**src/rtl/flex_fifo_fwft_if.sv**
```systemverilog
// Producer/consumer handshake bundle for flex_fifo_fwft.
// The slave modport is the FIFO side; the master modport is the attached engine(s).
interface flex_fifo_fwft_if #(
  parameter int DATA_WIDTH = 16
);
  logic [DATA_WIDTH-1:0] i_wr_data;
  logic                  i_wr_en;
  logic                  o_full;
  logic                  o_afull;
  logic                  o_overflow;
  logic                  i_rd_en;
  logic [DATA_WIDTH-1:0] o_rd_data;
  logic                  o_rd_valid;
  logic                  o_empty;
  logic                  o_aempty;
  logic                  o_underflow;

  modport slave (
    input  i_wr_data, i_wr_en, i_rd_en,
    output o_full, o_afull, o_overflow,
    output o_rd_data, o_rd_valid, o_empty, o_aempty, o_underflow
  );

  modport master (
    output i_wr_data, i_wr_en, i_rd_en,
    input  o_full, o_afull, o_overflow,
    input  o_rd_data, o_rd_valid, o_empty, o_aempty, o_underflow
  );
endinterface

```
**src/rtl/flex_fifo_fwft.sv**
```systemverilog
// Synchronous FIFO with registered-read or first-word-fall-through output,
// programmable almost flags, flush, sticky error flags and a high-water mark.
module flex_fifo_fwft #(
  parameter int  DATA_WIDTH = 16,
  parameter int  DEPTH      = 128,
  parameter int  FWFT       = 0,
  localparam int AW         = $clog2(DEPTH)
) (
  input  logic            i_clk,
  input  logic            i_reset,
  input  logic            i_flush,
  input  logic            i_clr_status,
  input  logic [AW:0]     i_afull_thresh,
  input  logic [AW:0]     i_aempty_thresh,
  output logic [AW:0]     o_count,
  output logic [AW:0]     o_max_count,
  flex_fifo_fwft_if.slave io_bus
);

  localparam logic [AW:0]   CNT_ZERO  = {(AW+1){1'b0}};
  localparam logic [AW:0]   CNT_ONE   = {{AW{1'b0}}, 1'b1};
  localparam logic [AW:0]   CNT_DEPTH = (AW+1)'(DEPTH);
  localparam logic [AW-1:0] PTR_ZERO  = {AW{1'b0}};
  localparam logic [AW-1:0] PTR_ONE   = {{(AW-1){1'b0}}, 1'b1};

  logic [DATA_WIDTH-1:0] r_mem [DEPTH];
  logic [AW-1:0]         r_wr_ptr;
  logic [AW-1:0]         r_rd_ptr;
  logic [AW:0]           r_count;
  logic [AW:0]           r_max_count;
  logic                  r_full;
  logic                  r_afull;
  logic                  r_empty;
  logic                  r_aempty;
  logic                  r_overflow;
  logic                  r_underflow;
  logic                  r_rd_valid;
  logic [DATA_WIDTH-1:0] r_rd_data;

  logic                  w_wr_acc;
  logic                  w_rd_acc;
  logic                  w_ovf_evt;
  logic                  w_udf_evt;
  logic [AW:0]           w_ram_cnt;
  logic                  w_mem_rd;
  logic                  w_valid_nxt;
  logic                  w_empty_nxt;
  logic [AW:0]           w_count_nxt;
  logic [AW:0]           w_max_nxt;

  // Acceptance, error events and post-update state for the next edge.
  always_comb begin
    w_wr_acc    = io_bus.i_wr_en && !r_full  && !i_flush;
    w_rd_acc    = io_bus.i_rd_en && !r_empty && !i_flush;
    w_ovf_evt   = io_bus.i_wr_en && r_full   && !i_flush;
    w_udf_evt   = io_bus.i_rd_en && r_empty  && !i_flush;
    w_ram_cnt   = r_count;
    w_mem_rd    = 1'b0;
    w_valid_nxt = 1'b0;
    w_empty_nxt = 1'b1;
    w_count_nxt = r_count;
    w_max_nxt   = r_max_count;

    // In FWFT mode the output register holds one of the counted words, and it
    // is refilled from RAM whenever it is empty or being popped.
    if (FWFT != 0) begin
      w_ram_cnt = r_count - {{AW{1'b0}}, r_rd_valid};
      w_mem_rd  = (w_ram_cnt != CNT_ZERO) && (!r_rd_valid || w_rd_acc) && !i_flush;
      if (i_flush) begin
        w_valid_nxt = 1'b0;
      end else if (w_mem_rd) begin
        w_valid_nxt = 1'b1;
      end else if (w_rd_acc) begin
        w_valid_nxt = 1'b0;
      end else begin
        w_valid_nxt = r_rd_valid;
      end
    end else begin
      w_mem_rd    = w_rd_acc;
      w_valid_nxt = w_rd_acc;
    end

    if (i_flush) begin
      w_count_nxt = CNT_ZERO;
    end else begin
      case ({w_wr_acc, w_rd_acc})
        2'b10:   w_count_nxt = r_count + CNT_ONE;
        2'b01:   w_count_nxt = r_count - CNT_ONE;
        default: w_count_nxt = r_count;
      endcase
    end

    if (FWFT != 0) begin
      w_empty_nxt = !w_valid_nxt;
    end else begin
      w_empty_nxt = (w_count_nxt == CNT_ZERO);
    end

    if (i_clr_status) begin
      w_max_nxt = w_count_nxt;
    end else if (w_count_nxt > r_max_count) begin
      w_max_nxt = w_count_nxt;
    end else begin
      w_max_nxt = r_max_count;
    end
  end

  // Storage array: no reset so it maps onto block RAM.
  always_ff @(posedge i_clk) begin
    if (w_wr_acc) begin
      r_mem[r_wr_ptr] <= io_bus.i_wr_data;
    end
  end

  // Pointers, count, flags and the read-side output register.
  always_ff @(posedge i_clk) begin
    if (i_reset) begin
      r_wr_ptr    <= PTR_ZERO;
      r_rd_ptr    <= PTR_ZERO;
      r_count     <= CNT_ZERO;
      r_max_count <= CNT_ZERO;
      r_full      <= 1'b0;
      r_afull     <= 1'b0;
      r_empty     <= 1'b1;
      r_aempty    <= 1'b1;
      r_overflow  <= 1'b0;
      r_underflow <= 1'b0;
      r_rd_valid  <= 1'b0;
      r_rd_data   <= {DATA_WIDTH{1'b0}};
    end else begin
      if (i_flush) begin
        r_wr_ptr <= PTR_ZERO;
      end else if (w_wr_acc) begin
        r_wr_ptr <= r_wr_ptr + PTR_ONE;
      end
      if (i_flush) begin
        r_rd_ptr <= PTR_ZERO;
      end else if (w_mem_rd) begin
        r_rd_ptr <= r_rd_ptr + PTR_ONE;
      end
      if (w_mem_rd) begin
        r_rd_data <= r_mem[r_rd_ptr];
      end
      r_count     <= w_count_nxt;
      r_max_count <= w_max_nxt;
      r_full      <= (w_count_nxt == CNT_DEPTH);
      r_afull     <= (w_count_nxt >= i_afull_thresh);
      r_aempty    <= (w_count_nxt <= i_aempty_thresh);
      r_empty     <= w_empty_nxt;
      r_rd_valid  <= w_valid_nxt;
      // A new error in the clearing cycle keeps its flag set.
      r_overflow  <= (r_overflow  && !i_clr_status) || w_ovf_evt;
      r_underflow <= (r_underflow && !i_clr_status) || w_udf_evt;
    end
  end

  assign o_count            = r_count;
  assign o_max_count        = r_max_count;
  assign io_bus.o_full      = r_full;
  assign io_bus.o_afull     = r_afull;
  assign io_bus.o_overflow  = r_overflow;
  assign io_bus.o_rd_data   = r_rd_data;
  assign io_bus.o_rd_valid  = r_rd_valid;
  assign io_bus.o_empty     = r_empty;
  assign io_bus.o_aempty    = r_aempty;
  assign io_bus.o_underflow = r_underflow;

endmodule
```
**src/flat_wrapper.sv**
```systemverilog
// flat-port wrapper written by rule: the top's interface ports become plain ports
module flex_fifo_fwft_flat 
#(
  parameter int  DATA_WIDTH = 16,
  parameter int  DEPTH      = 128,
  parameter int  FWFT       = 0,
  localparam int AW         = $clog2(DEPTH)
)
  (i_clk, i_reset, i_flush, i_clr_status, i_afull_thresh, i_aempty_thresh, o_count, o_max_count, io_bus_i_wr_data, io_bus_i_wr_en, io_bus_i_rd_en, io_bus_o_full, io_bus_o_afull, io_bus_o_overflow, io_bus_o_rd_data, io_bus_o_rd_valid, io_bus_o_empty, io_bus_o_aempty, io_bus_o_underflow);
  flex_fifo_fwft_if #(.DATA_WIDTH(DATA_WIDTH)) io_bus_i ();
  input  logic i_clk;
  input  logic i_reset;
  input  logic i_flush;
  input  logic i_clr_status;
  input  logic [AW:0] i_afull_thresh;
  input  logic [AW:0] i_aempty_thresh;
  output logic [AW:0] o_count;
  output logic [AW:0] o_max_count;
  input wire logic [$bits(io_bus_i.i_wr_data)-1:0] io_bus_i_wr_data;
  input wire logic [$bits(io_bus_i.i_wr_en)-1:0] io_bus_i_wr_en;
  input wire logic [$bits(io_bus_i.i_rd_en)-1:0] io_bus_i_rd_en;
  output wire logic [$bits(io_bus_i.o_full)-1:0] io_bus_o_full;
  output wire logic [$bits(io_bus_i.o_afull)-1:0] io_bus_o_afull;
  output wire logic [$bits(io_bus_i.o_overflow)-1:0] io_bus_o_overflow;
  output wire logic [$bits(io_bus_i.o_rd_data)-1:0] io_bus_o_rd_data;
  output wire logic [$bits(io_bus_i.o_rd_valid)-1:0] io_bus_o_rd_valid;
  output wire logic [$bits(io_bus_i.o_empty)-1:0] io_bus_o_empty;
  output wire logic [$bits(io_bus_i.o_aempty)-1:0] io_bus_o_aempty;
  output wire logic [$bits(io_bus_i.o_underflow)-1:0] io_bus_o_underflow;
  assign io_bus_i.i_wr_data = io_bus_i_wr_data;
  assign io_bus_i.i_wr_en = io_bus_i_wr_en;
  assign io_bus_i.i_rd_en = io_bus_i_rd_en;
  assign io_bus_o_full = io_bus_i.o_full;
  assign io_bus_o_afull = io_bus_i.o_afull;
  assign io_bus_o_overflow = io_bus_i.o_overflow;
  assign io_bus_o_rd_data = io_bus_i.o_rd_data;
  assign io_bus_o_rd_valid = io_bus_i.o_rd_valid;
  assign io_bus_o_empty = io_bus_i.o_empty;
  assign io_bus_o_aempty = io_bus_i.o_aempty;
  assign io_bus_o_underflow = io_bus_i.o_underflow;
  flex_fifo_fwft #(.DATA_WIDTH(DATA_WIDTH), .DEPTH(DEPTH), .FWFT(FWFT)) u_core (.i_clk(i_clk), .i_reset(i_reset), .i_flush(i_flush), .i_clr_status(i_clr_status), .i_afull_thresh(i_afull_thresh), .i_aempty_thresh(i_aempty_thresh), .o_count(o_count), .o_max_count(o_max_count), .io_bus(io_bus_i));
endmodule
```
**config.mk**
```make
export PLATFORM = sky130hd
export DESIGN_NAME = flex_fifo_fwft_flat
export DESIGN_NICKNAME = d
export VERILOG_FILES = /design/src/rtl/flex_fifo_fwft_if.sv /design/src/rtl/flex_fifo_fwft.sv /design/src/flat_wrapper.sv
export SDC_FILE = /design/constraint.sdc
export NUM_CORES = 2
export LEC_CHECK = 0
export CORE_AREA = 2 2 413 415
export CTS_CLUSTER_SIZE = 28
export DETAILED_ROUTE_END_ITERATION = 6
export DIE_AREA = 0 0 415 417
export MAX_ROUTING_LAYER = met4
export PLACE_DENSITY_LB_ADDON = 0.08
export REMOVE_ABC_BUFFERS = 1
export SLEW_MARGIN = 0
export SYNTH_ARGS = -nofsm -noshare
export SYNTH_HDL_FRONTEND = slang
export SYNTH_SLANG_ARGS = --single-unit
export TNS_END_PERCENT = 20
```
**constraint.sdc**
```tcl
create_clock -name i_clk -period 6.2 [get_ports i_clk]
set_input_delay 0.93 -clock i_clk [delete_from_list [all_inputs] [get_ports i_clk]]
set_output_delay 0.93 -clock i_clk [all_outputs]
set_load 0.05 [all_outputs]
```
==> metrics.txt <==
number of flops mapped to enable cells by yosys=2048; VDD IR-drop max=0.306 mV; reg2reg path depth=15; final setup violating endpoints=0; worst clock skew on the final layout=0.0207 ns; total gr overflow=0; number of global-route vias before repair=40600; total power=28200 uW; post-CTS setup repair buffer count=0; dpl cells=6258; Worst Setup Start Kind=input pin; insertion delay to the later sink of the worst-skew pair=0.85 ns; layout cell share with drive strength beyond 1=0.234; critical path required time=6.91 ns; worst setup path endpoint=u_core.o_max_count[2]$_SDFFE_PP0P_; LEAKAGE=0.0284 uW; Area contributors post-synth=edfxtp_1, mux4_2, mux2i_1, dfxtp_1, nor2_1; MaxCap Viol Count=0; cts bufs inserted=210; number of placement rows=151; drt first pass iters=5; Main synth FF type=edfxtp_1; setup repair after global routing missed its margin=false; antenna violations before repair=6; DR iter-0 viols=5693; Resize count post-CTS=0; mapped cell area=82000 um2; share of the yosys chip area belonging to registers=0.763; post-route standard cell area excluding fillers=92600 um2; first-pass GRT wire length=322000 um; kind of critical path=in2reg; Post-layout nets=4318; level count of the clock H-tree=4; source of the worst register-to-register timing path=u_core.io_bus.o_empty$_SDFF_PP1_; number of distinct library cell variants in the gate-level netlist after synthesis=78; final critical delay including setup and external delays=4.92 ns; floorplan die area=173000 um2; y dimension of the die=417 um; worst slew margin relative to its limit=0.0939; number of remaining DRC errors=0; CTS tree=done; Worst R2R Setup Slack=1.52 ns; setup slack after placement=0.488 ns; post-route clock period utilization=0.793; via-per-instance ratio=6.30; count of state elements after synthesis=2101; smallest setup slack after layout=1.28 ns; number of vias after detailed routing=41900; Max Clock Freq=0.203 GHz; cts-stage hold buffer count=0; final hold viol count=0; gate count after technology mapping=3977; relative area change from synthesis to final layout=13.0%; CTS Root Cell=clkbuf_16; share of synthesized flip-flops with an asynchronous set or reset=0; power density over cell area=304 nW/um2; clock slew at reported path FFs=0.06 ns; cell area after placement=86200 um2; summed negative setup slack over all endpoints=0 ns; post-detailed-route count of antenna-violating nets=0; Port Buffers=76; Hold Crit Class=reg2reg; slew at the pin with the worst max-slew slack=1.35 ns; final standard cell count with taps included and fillers excluded=6645; Die X=415 um; critical path data arrival time=5.63 ns; I/O pin cnt=77; timing startpoint of the critical path=io_bus_i_rd_en; endpoint type of the worst setup path=register; Total Routed Length=230000 um; average wire length per cell after detail routing=34.6 um; maximum root-to-sink buffer count=3; maximum number of pins on one net before global-route repair=81; Post-synth top cells=edfxtp_1, mux4_2, nor2_1, mux2i_1, nand2_1; cell taking the most area after synthesis=edfxtp_1; yosys warns=0; GRT Resource Usage Total=0.274; core box area=169000 um2; per-instance average area after synthesis=20.6 um2; starting density of the core=0.487; placer congestion estimate=0.865; Reg-to-Reg End=u_core.o_max_count[2]$_SDFFE_PP0P_; final max-slew violation count=0; area share of the leading cell type in the synthesized netlist=0.750; most used standard cell by instance count after synthesis=edfxtp_1; clk sinks=2101; HPWL after detailed placement=139000 um; critical path peak fanout=26; result of the run=complete, no violations
==> kinds of logic (layout without fill, tap and decap cells) <==
logic type,count (synthesis),in the layout,synth area share
XOR/XNOR,13,13,0.00139
other,0,5,0
AND/OR/NAND/NOR,497,497,0.0276
AO/OA/AOI/OAI,388,388,0.0327
adder cells (fa/ha/maj),28,28,0.00427
flip-flops,2101,2101,0.763
multiplexers,686,686,0.154
buffers and inverters,264,709,0.0178
==> flip-flops by register name (all words and copies together) (netlist names) <==
name	cells
u_core.r_mem	2048
u_core.io_bus.o_rd_data	16
u_core.o_count	8
u_core.o_max_count	8
u_core.r_rd_ptr	7
u_core.r_wr_ptr	7
u_core.io_bus.o_aempty	1
u_core.io_bus.o_afull	1
u_core.io_bus.o_empty	1
u_core.io_bus.o_full	1
u_core.io_bus.o_overflow	1
u_core.io_bus.o_rd_valid	1
u_core.io_bus.o_underflow	1
==> critical path, cell delays in order <==
cell and delay (ns):
clkdlybuf4s50_1 0.50, or3b_1 0.59, clkinv_4 0.34, ha_1 0.52, a21oi_1 0.25, nor4b_2 0.23
o31ai_1 0.77, ha_1 0.39, a21oi_1 0.15, o22ai_1 0.09, o21ai_0 0.15, nand3b_1 0.09
a21oi_1 0.13, buf_4 0.21, mux2i_1 0.21, nor2_1 0.06
==> where the power goes <==
part           switching (uW)  leakage [uW]  internal, uW
clock network            5320       0.00313          6750
registers                11.5        0.0188         15600
logic                     409       0.00640           128
total                    5740        0.0284         22500
==> metal layers <==
layer | vias to the layer above | global-route usage | wire (um)
met4 | 0 | 0.0708 | 5590
met5 | - | - | 0
met1 | 22700 | 0.392 | 98300
met3 | 271 | 0.0395 | 16000
li1 | 17100 | - | -
met2 | 1848 | 0.417 | 110000
==> cell usage in the layout, fill, tap and decap left out, types with 7 or more instances in the layout <==
master	instances
a221oi_1	33
ha_1	28
a31oi_1	12
nor2_2	34
buf_12	17
o22ai_1	36
o2111ai_1	9
nor3_1	20
nand2b_1	9
nand4_1	13
o221ai_1	23
nand2_1	111
a211oi_1	31
clkinv_1	56
mux2i_1	224
a21oi_1	89
clkdlybuf4s50_1	60
and2_1	9
clkinv_2	27
o21ai_1	22
nand3b_1	10
a22oi_1	34
clkbuf_1	57
o21ai_0	32
edfxtp_1	2048
nor4_1	14
dfxtp_1	48
and3_1	7
mux4_2	457
nor2_1	189
clkbuf_16	214
inv_1	29
buf_4	216
nor2b_1	18
xnor2_1	9
nand3_1	31
bufinv_16	10
o211ai_1	12
==> stage by stage <==
stage | hold WS [ns] | utilization
after global routing | 0.504 | 0.550
after detailed placement | 0.463 | 0.511
final | 0.469 | 0.550
after global placement | 0.457 | 0.511
after CTS | 0.471 | 0.550
after floorplan | 0.530 | -
==> area by class of cell <==
class / instances / area (um2)
antenna: 5 / 12.5
clock buffer: 273 / 5600
clock inverter: 109 / 848
fill: 12900 / 75900
inverter: 34 / 138
multi-input combinational: 1612 / 18100
sequential: 2101 / 62600
tap: 2218 / 2780
timing repair buffer: 293 / 2560
==> worst min-delay path by stage <==
stage / startpoint / to / cells after the start
floorplan: u_core.r_wr_ptr[6]$_SDFFE_PP0P_ / u_core.r_wr_ptr[6]$_SDFFE_PP0P_ / 2
global placement: u_core.io_bus.o_underflow$_SDFF_PP0_ / u_core.io_bus.o_underflow$_SDFF_PP0_ / 2
detailed placement: u_core.io_bus.o_underflow$_SDFF_PP0_ / u_core.io_bus.o_underflow$_SDFF_PP0_ / 2
CTS: u_core.io_bus.o_underflow$_SDFF_PP0_ / u_core.io_bus.o_underflow$_SDFF_PP0_ / 2
global route: u_core.io_bus.o_underflow$_SDFF_PP0_ / u_core.io_bus.o_underflow$_SDFF_PP0_ / 2
finish: u_core.io_bus.o_underflow$_SDFF_PP0_ / u_core.io_bus.o_underflow$_SDFF_PP0_ / 2
(Power assumes the default switching activity.)
